**config.mk**
```make
export PLATFORM = sky130hd
export DESIGN_NAME = hamming_enc_8to12_flat
export DESIGN_NICKNAME = d
export VERILOG_FILES = /design/src/rtl/hamming_enc_8to12_if.sv /design/src/rtl/hamming_enc_8to12.sv /design/src/flat_wrapper.sv
export SDC_FILE = /design/constraint.sdc
export NUM_CORES = 1
export LEC_CHECK = 0
export CAP_MARGIN = 20
export CORE_UTILIZATION = 30
export DETAILED_ROUTE_END_ITERATION = 16
export MAX_ROUTING_LAYER = met4
export PLACE_DENSITY = 0.56
export RECOVER_POWER = 25
export SLEW_MARGIN = 5
export SYNTH_ARGS = -nofsm -noshare
export SYNTH_HDL_FRONTEND = slang
export SYNTH_SLANG_ARGS = --single-unit
export TNS_END_PERCENT = 1
```
**constraint.sdc**
```tcl
create_clock -name clk -period 2.2 [get_ports clk]
set_input_delay 0.44 -clock clk [delete_from_list [all_inputs] [get_ports clk]]
set_output_delay 0.44 -clock clk [all_outputs]
set_load 0.05 [all_outputs]
```
**src/rtl/hamming_enc_8to12_if.sv**
```systemverilog
// Handshake bundle for the Hamming(12,8) encoder: byte stream in, codeword stream out.
// The master side feeds bytes and drains codewords; the slave side is the encoder.
interface hamming_enc_8to12_if;
    logic        in_valid;
    logic        in_ready;
    logic [7:0]  data_in;
    logic        out_valid;
    logic        out_ready;
    logic [11:0] data_out;

    modport master (
        output in_valid, data_in, out_ready,
        input  in_ready, out_valid, data_out
    );

    modport slave (
        input  in_valid, data_in, out_ready,
        output in_ready, out_valid, data_out
    );
endinterface

```
**src/rtl/hamming_enc_8to12.sv**
```systemverilog
// Hamming(12,8) SEC encoder with a single registered valid/ready output stage.
// Codeword bit i holds Hamming position i+1; parity sits at positions 1, 2, 4 and 8.
module hamming_enc_8to12 (
    input  logic                  clk,
    input  logic                  rst_n,
    hamming_enc_8to12_if.slave    bus
);

    logic [7:0]  d;
    logic        p1;
    logic        p2;
    logic        p4;
    logic        p8;
    logic [11:0] codeword;

    logic [11:0] data_out_reg;
    logic        out_valid_reg;
    logic        in_xfer;

    assign d = bus.data_in;

    // Each parity bit covers the data positions whose index has that bit set.
    assign p1 = d[0] ^ d[1] ^ d[3] ^ d[4] ^ d[6];
    assign p2 = d[0] ^ d[2] ^ d[3] ^ d[5] ^ d[6];
    assign p4 = d[1] ^ d[2] ^ d[3] ^ d[7];
    assign p8 = d[4] ^ d[5] ^ d[6] ^ d[7];

    assign codeword = {d[7], d[6], d[5], d[4], p8, d[3], d[2], d[1], p4, d[0], p2, p1};

    // The stage can refill on the same cycle it drains.
    assign bus.in_ready = !out_valid_reg || bus.out_ready;
    assign in_xfer      = bus.in_valid && bus.in_ready;

    always_ff @(posedge clk) begin
        if (!rst_n) begin
            out_valid_reg <= 1'b0;
            data_out_reg  <= 12'h000;
        end else if (in_xfer) begin
            out_valid_reg <= 1'b1;
            data_out_reg  <= codeword;
        end else if (bus.out_ready) begin
            out_valid_reg <= 1'b0;
        end
    end

    assign bus.out_valid = out_valid_reg;
    assign bus.data_out  = data_out_reg;

endmodule

```
**src/flat_wrapper.sv**
```systemverilog
// flat-port wrapper written by rule: the top's interface ports become plain ports
module hamming_enc_8to12_flat 
  (clk, rst_n, bus_in_valid, bus_data_in, bus_out_ready, bus_in_ready, bus_out_valid, bus_data_out);
  hamming_enc_8to12_if bus_i ();
  input  logic clk;
  input  logic rst_n;
  input wire logic [$bits(bus_i.in_valid)-1:0] bus_in_valid;
  input wire logic [$bits(bus_i.data_in)-1:0] bus_data_in;
  input wire logic [$bits(bus_i.out_ready)-1:0] bus_out_ready;
  output wire logic [$bits(bus_i.in_ready)-1:0] bus_in_ready;
  output wire logic [$bits(bus_i.out_valid)-1:0] bus_out_valid;
  output wire logic [$bits(bus_i.data_out)-1:0] bus_data_out;
  assign bus_i.in_valid = bus_in_valid;
  assign bus_i.data_in = bus_data_in;
  assign bus_i.out_ready = bus_out_ready;
  assign bus_in_ready = bus_i.in_ready;
  assign bus_out_valid = bus_i.out_valid;
  assign bus_data_out = bus_i.data_out;
  hamming_enc_8to12 u_core (.clk(clk), .rst_n(rst_n), .bus(bus_i));
endmodule
```
Yosys cells after proc, flatten, opt, wreduce, memory -nomap -nowiden:

Index checks and enable logic that the tools add are counted.

* register bits after elaboration: 13
* bits of input ports: 12

* muxes and demuxes: 2
* reductions and logical operators: 4
* bitwise operators: 14

Operators by type and width (count)
* 1-bit bitwise XOR: 14
* 1-bit 2-to-1 mux: 2
* 2-bit nonzero test: 1
* 1-bit logical AND: 1
* 1-bit zero test: 1
* 1-bit logical OR: 1

Depth between registers and ports, before layout:

* word-level depth: 4
* depth in mapped cells: 6

Least setup slack after synthesis:

OpenSTA, ideal clock, no wires.

* path kind: reg2reg
* start point: register u_core.out_valid_reg, in the netlist u_core.bus.out_valid
* end point: register u_core.data_out_reg[3], in the netlist u_core.bus.data_out[3]
* stages on the path, launching flop included: 6
* library setup time: 0.116 ns
* arrival time: 1.515 ns
* path buffers: 2
* clock period less this slack: 1.631 ns
* slack: 0.569 ns
* data required time: 2.084 ns
* cells stage by stage: dfxtp_1 nand2b_4 and2_4 buf_6 buf_6 o211a_1

* cells in the longest elaborated chain, start to end: 3

RTL lines
* from (decl): line hamming_enc_8to12.sv:17 `logic out_valid_reg;`
* from (signal assigned): line hamming_enc_8to12.sv:36 `out_valid_reg <= 1'b0;`
* from (signal assigned): line hamming_enc_8to12.sv:39 `out_valid_reg <= 1'b1;`
* from (signal assigned): line hamming_enc_8to12.sv:42 `out_valid_reg <= 1'b0;`
* 1-bit zero test: line hamming_enc_8to12.sv:31 `assign bus.in_ready = !out_valid_reg || bus.out_ready;`
* 1-bit logical OR: line hamming_enc_8to12.sv:31
* named net bus_in_ready: line flat_wrapper.sv:10 `output wire logic [$bits(bus_i.in_ready)-1:0] bus_in_ready;`
* 1-bit logical AND: line hamming_enc_8to12.sv:32 `assign in_xfer = bus.in_valid && bus.in_ready;`
* to (signal assigned): line hamming_enc_8to12.sv:40 `data_out_reg <= codeword;`
* to (decl): line hamming_enc_8to12.sv:16 `logic [11:0] data_out_reg;`

The timed path passes the listed nets, and every way through them passes these cells.
A chain may end at the register's enable or synchronous reset.

Final worst setup path:

* start point: register u_core.out_valid_reg, in the netlist u_core.bus.out_valid
* end point: output bus_out_valid

RTL lines
* to (decl): line flat_wrapper.sv:11 `output wire logic [$bits(bus_i.out_valid)-1:0] bus_out_valid;`

No word-level cell between the ends.

==> summary.txt <==
Status -> finished with violations
Failing checks -> DRC
# resized after CTS -> 0
Syn_nets -> 80
Core area -> 1960 sq um
Post-route ant nets -> 0
Crit path required time -> 1.76 ns
Final Hold Viols -> 0
Largest register FFs -> 12
Die span in y -> 47.6 microns
Number of global-route vias before repair -> 415
Ports -> 26
Period minus WS final -> 1.92 ns
Cts bufs inserted -> 3
Post-synth EDFFs -> 0
Hold_ws -> 0.455 ns
Area growth from synthesis to layout -> 46.3%
CP Buf/Inv Count -> 1
VDD IR-drop max -> 0.314 mV
P_sw -> 204 uW
Largest net degree at the start of global routing -> 18
Crit end category -> primary output
Fmax -> 520 MHz
Hold Path Class -> flop to flop
Initial DRC count -> 9
Wire per inst -> 10.6 microns
Post-synth design cell area -> 624 sq um
WP data arrival -> 1.48 ns
Via-to-Cell Ratio -> 4.38
Leak -> 0.348 nW
CTS H-tree depth -> 1
Initial antenna violation count -> 0
Pwr Total -> 608 uW
Aggregate global-route resource usage -> 0.126
Slew headroom -> 0.652
Combinational Power Share -> 0.324
Clk sink count -> 13
Register area -> 260 sq um
Fin util -> 0.466
WS Path Type -> flop to primary output
Port buffer count -> 25
Post-layout nets -> 106
WL final -> 1.28 mm
Critical-path cell list -> clkdlybuf4s50_1
Fin Clk Skew -> 0.00427 ns
Post-synthesis sequential area ratio -> 0.417
Yosys top cell area share -> 0.417
Crit Path Max Fanout -> 2
Mean area per synthesized cell -> 9.18 sq um
Top-count cell post-synth -> nand2_1
Top delay family on crit path -> buffers and inverters
PwrDens -> 666 nW/um^2
Fin Setup TNS -> 0 ns
Hold buffers post-CTS -> 0
Critical-path top delay cell -> clkdlybuf4s50_1
ANT cells -> 0
YS warnings -> 0
Yosys top cell by area -> dfxtp_1
Fillers -> 211
CP max stage delay -> 0.82 ns
Count of different cell masters after synthesis -> 17
Fin crit share -> 0.873
Row count -> 16
CTS tree -> yes
Multi-input logic area -> 329 sq um
Clk Latency, worst-skew pair -> 0.27 ns
Clk pin slew, worst setup/hold paths -> 0.08 ns
First-pass GRT wire length -> 1.85 mm
Share of layout cells above drive strength 1 -> 0.0753
Worst-Margin Slew -> 0.521 ns
Main synth FF type -> dfxtp_1
Pre-antenna DRT Iters -> 10
Clock power share -> 0.246
Ys async rst share -> 0
Die W -> 47.6 microns
Seq pwr share -> 0.431
#FFs+latches synth -> 13
Cell-internal power -> 404 uW
Synth area leaders -> dfxtp_1 42%, xnor2_1 14%, nand2_1 11%, a21boi_1 9.6%, buf_6 3.6%
Clk buf depth -> 2
Post-DP HPWL -> 913 microns
Postcts setup bufs -> 0
Post-Synthesis Cells -> 68
Sw frac -> 0.335
RSZ-0062 raised after global routing -> no
Overflow after GRT -> 0
Slew Viols, Final -> 0
RePlAce Congestion -> 0.724
Via count -> 525
Startpoint types -> flop
Number of setup violations in the final report -> 0
Root Driver -> clkbuf_4
Die ar. -> 2270 sq um
DRC errors left -> 1
Most common library cells after synthesis -> 19 x nand2_1, 13 x dfxtp_1, 10 x xnor2_1, 8 x a21boi_1
Max_cap viols -> 0
Starting density of the core -> 0.318
## worst min-delay path: stages, from the launching register on
cell and delay (ns):
dfxtp_1 0.31, nand2_1 0.05, a21boi_1 0.05
## cells by family after synthesis
logic type	synth area share
simple gates	0.234
xor+xnor	0.140
compound gates	0.152
flops	0.417
buf+inv	0.0561
## area by class of cell
| type | count | area share |
|---|---|---|
| multi-input cells | 50 | 0.360 |
| flip-flops and latches | 13 | 0.285 |
| repair buffers | 25 | 0.285 |
| well taps | 27 | 0.0370 |
| clock buffers | 4 | 0.0288 |
| inverters | 1 | 0.00411 |
## placed cells by master, fill, tap and decap left out, drive strengths merged, types with 2 or more instances in the layout
master	instances
nand3b	2
a21boi	9
o211a	2
dlygate4sd3	2
nand3	2
dfxtp	13
clkbuf	4
xnor2	10
nand2	19
nand4	2
clkdlybuf4s50	22
## power by group through the flow
stage	clock (mW)	combinational, mW	sequential [mW]
2_1_floorplan	0	0.0697	0.329
3_3_place_gp	0	0.198	0.267
3_5_place_dp	0	0.199	0.268
4_1_cts	0.153	0.200	0.262
5_1_grt	0.164	0.210	0.264
6_report	0.149	0.197	0.262
## through the flow
step | worst slack (ns) | instance area [sq um] | instances
after floorplan | 0.569 | 624 | 68
after global placement | 0.425 | 887 | 116
after detailed placement | 0.376 | 887 | 116
after CTS | 0.262 | 913 | 120
after global routing | 0.249 | 913 | 120
final | 0.278 | 913 | 120
## metal layers
metal / part of all wire / global-route usage
met5: 0 / -
met4: 0.0094 / 0.0833
met3: 0.063 / 0.0340
met2: 0.45 / 0.156
met1: 0.48 / 0.175
## path summary, 6_finish.rpt
check	to	cells after the start	slack, ns	start
setup / recovery	bus_out_valid	1	0.28	u_core.bus.out_valid
hold / removal	u_core.bus.data_out[10]	2	0.45	u_core.bus.data_out[10]
setup reg to reg	u_core.bus.data_out[1]	4	0.97	u_core.bus.out_valid
hold reg to reg	u_core.bus.data_out[10]	2	0.45	u_core.bus.data_out[10]
Power figures use the tool's default switching activity.
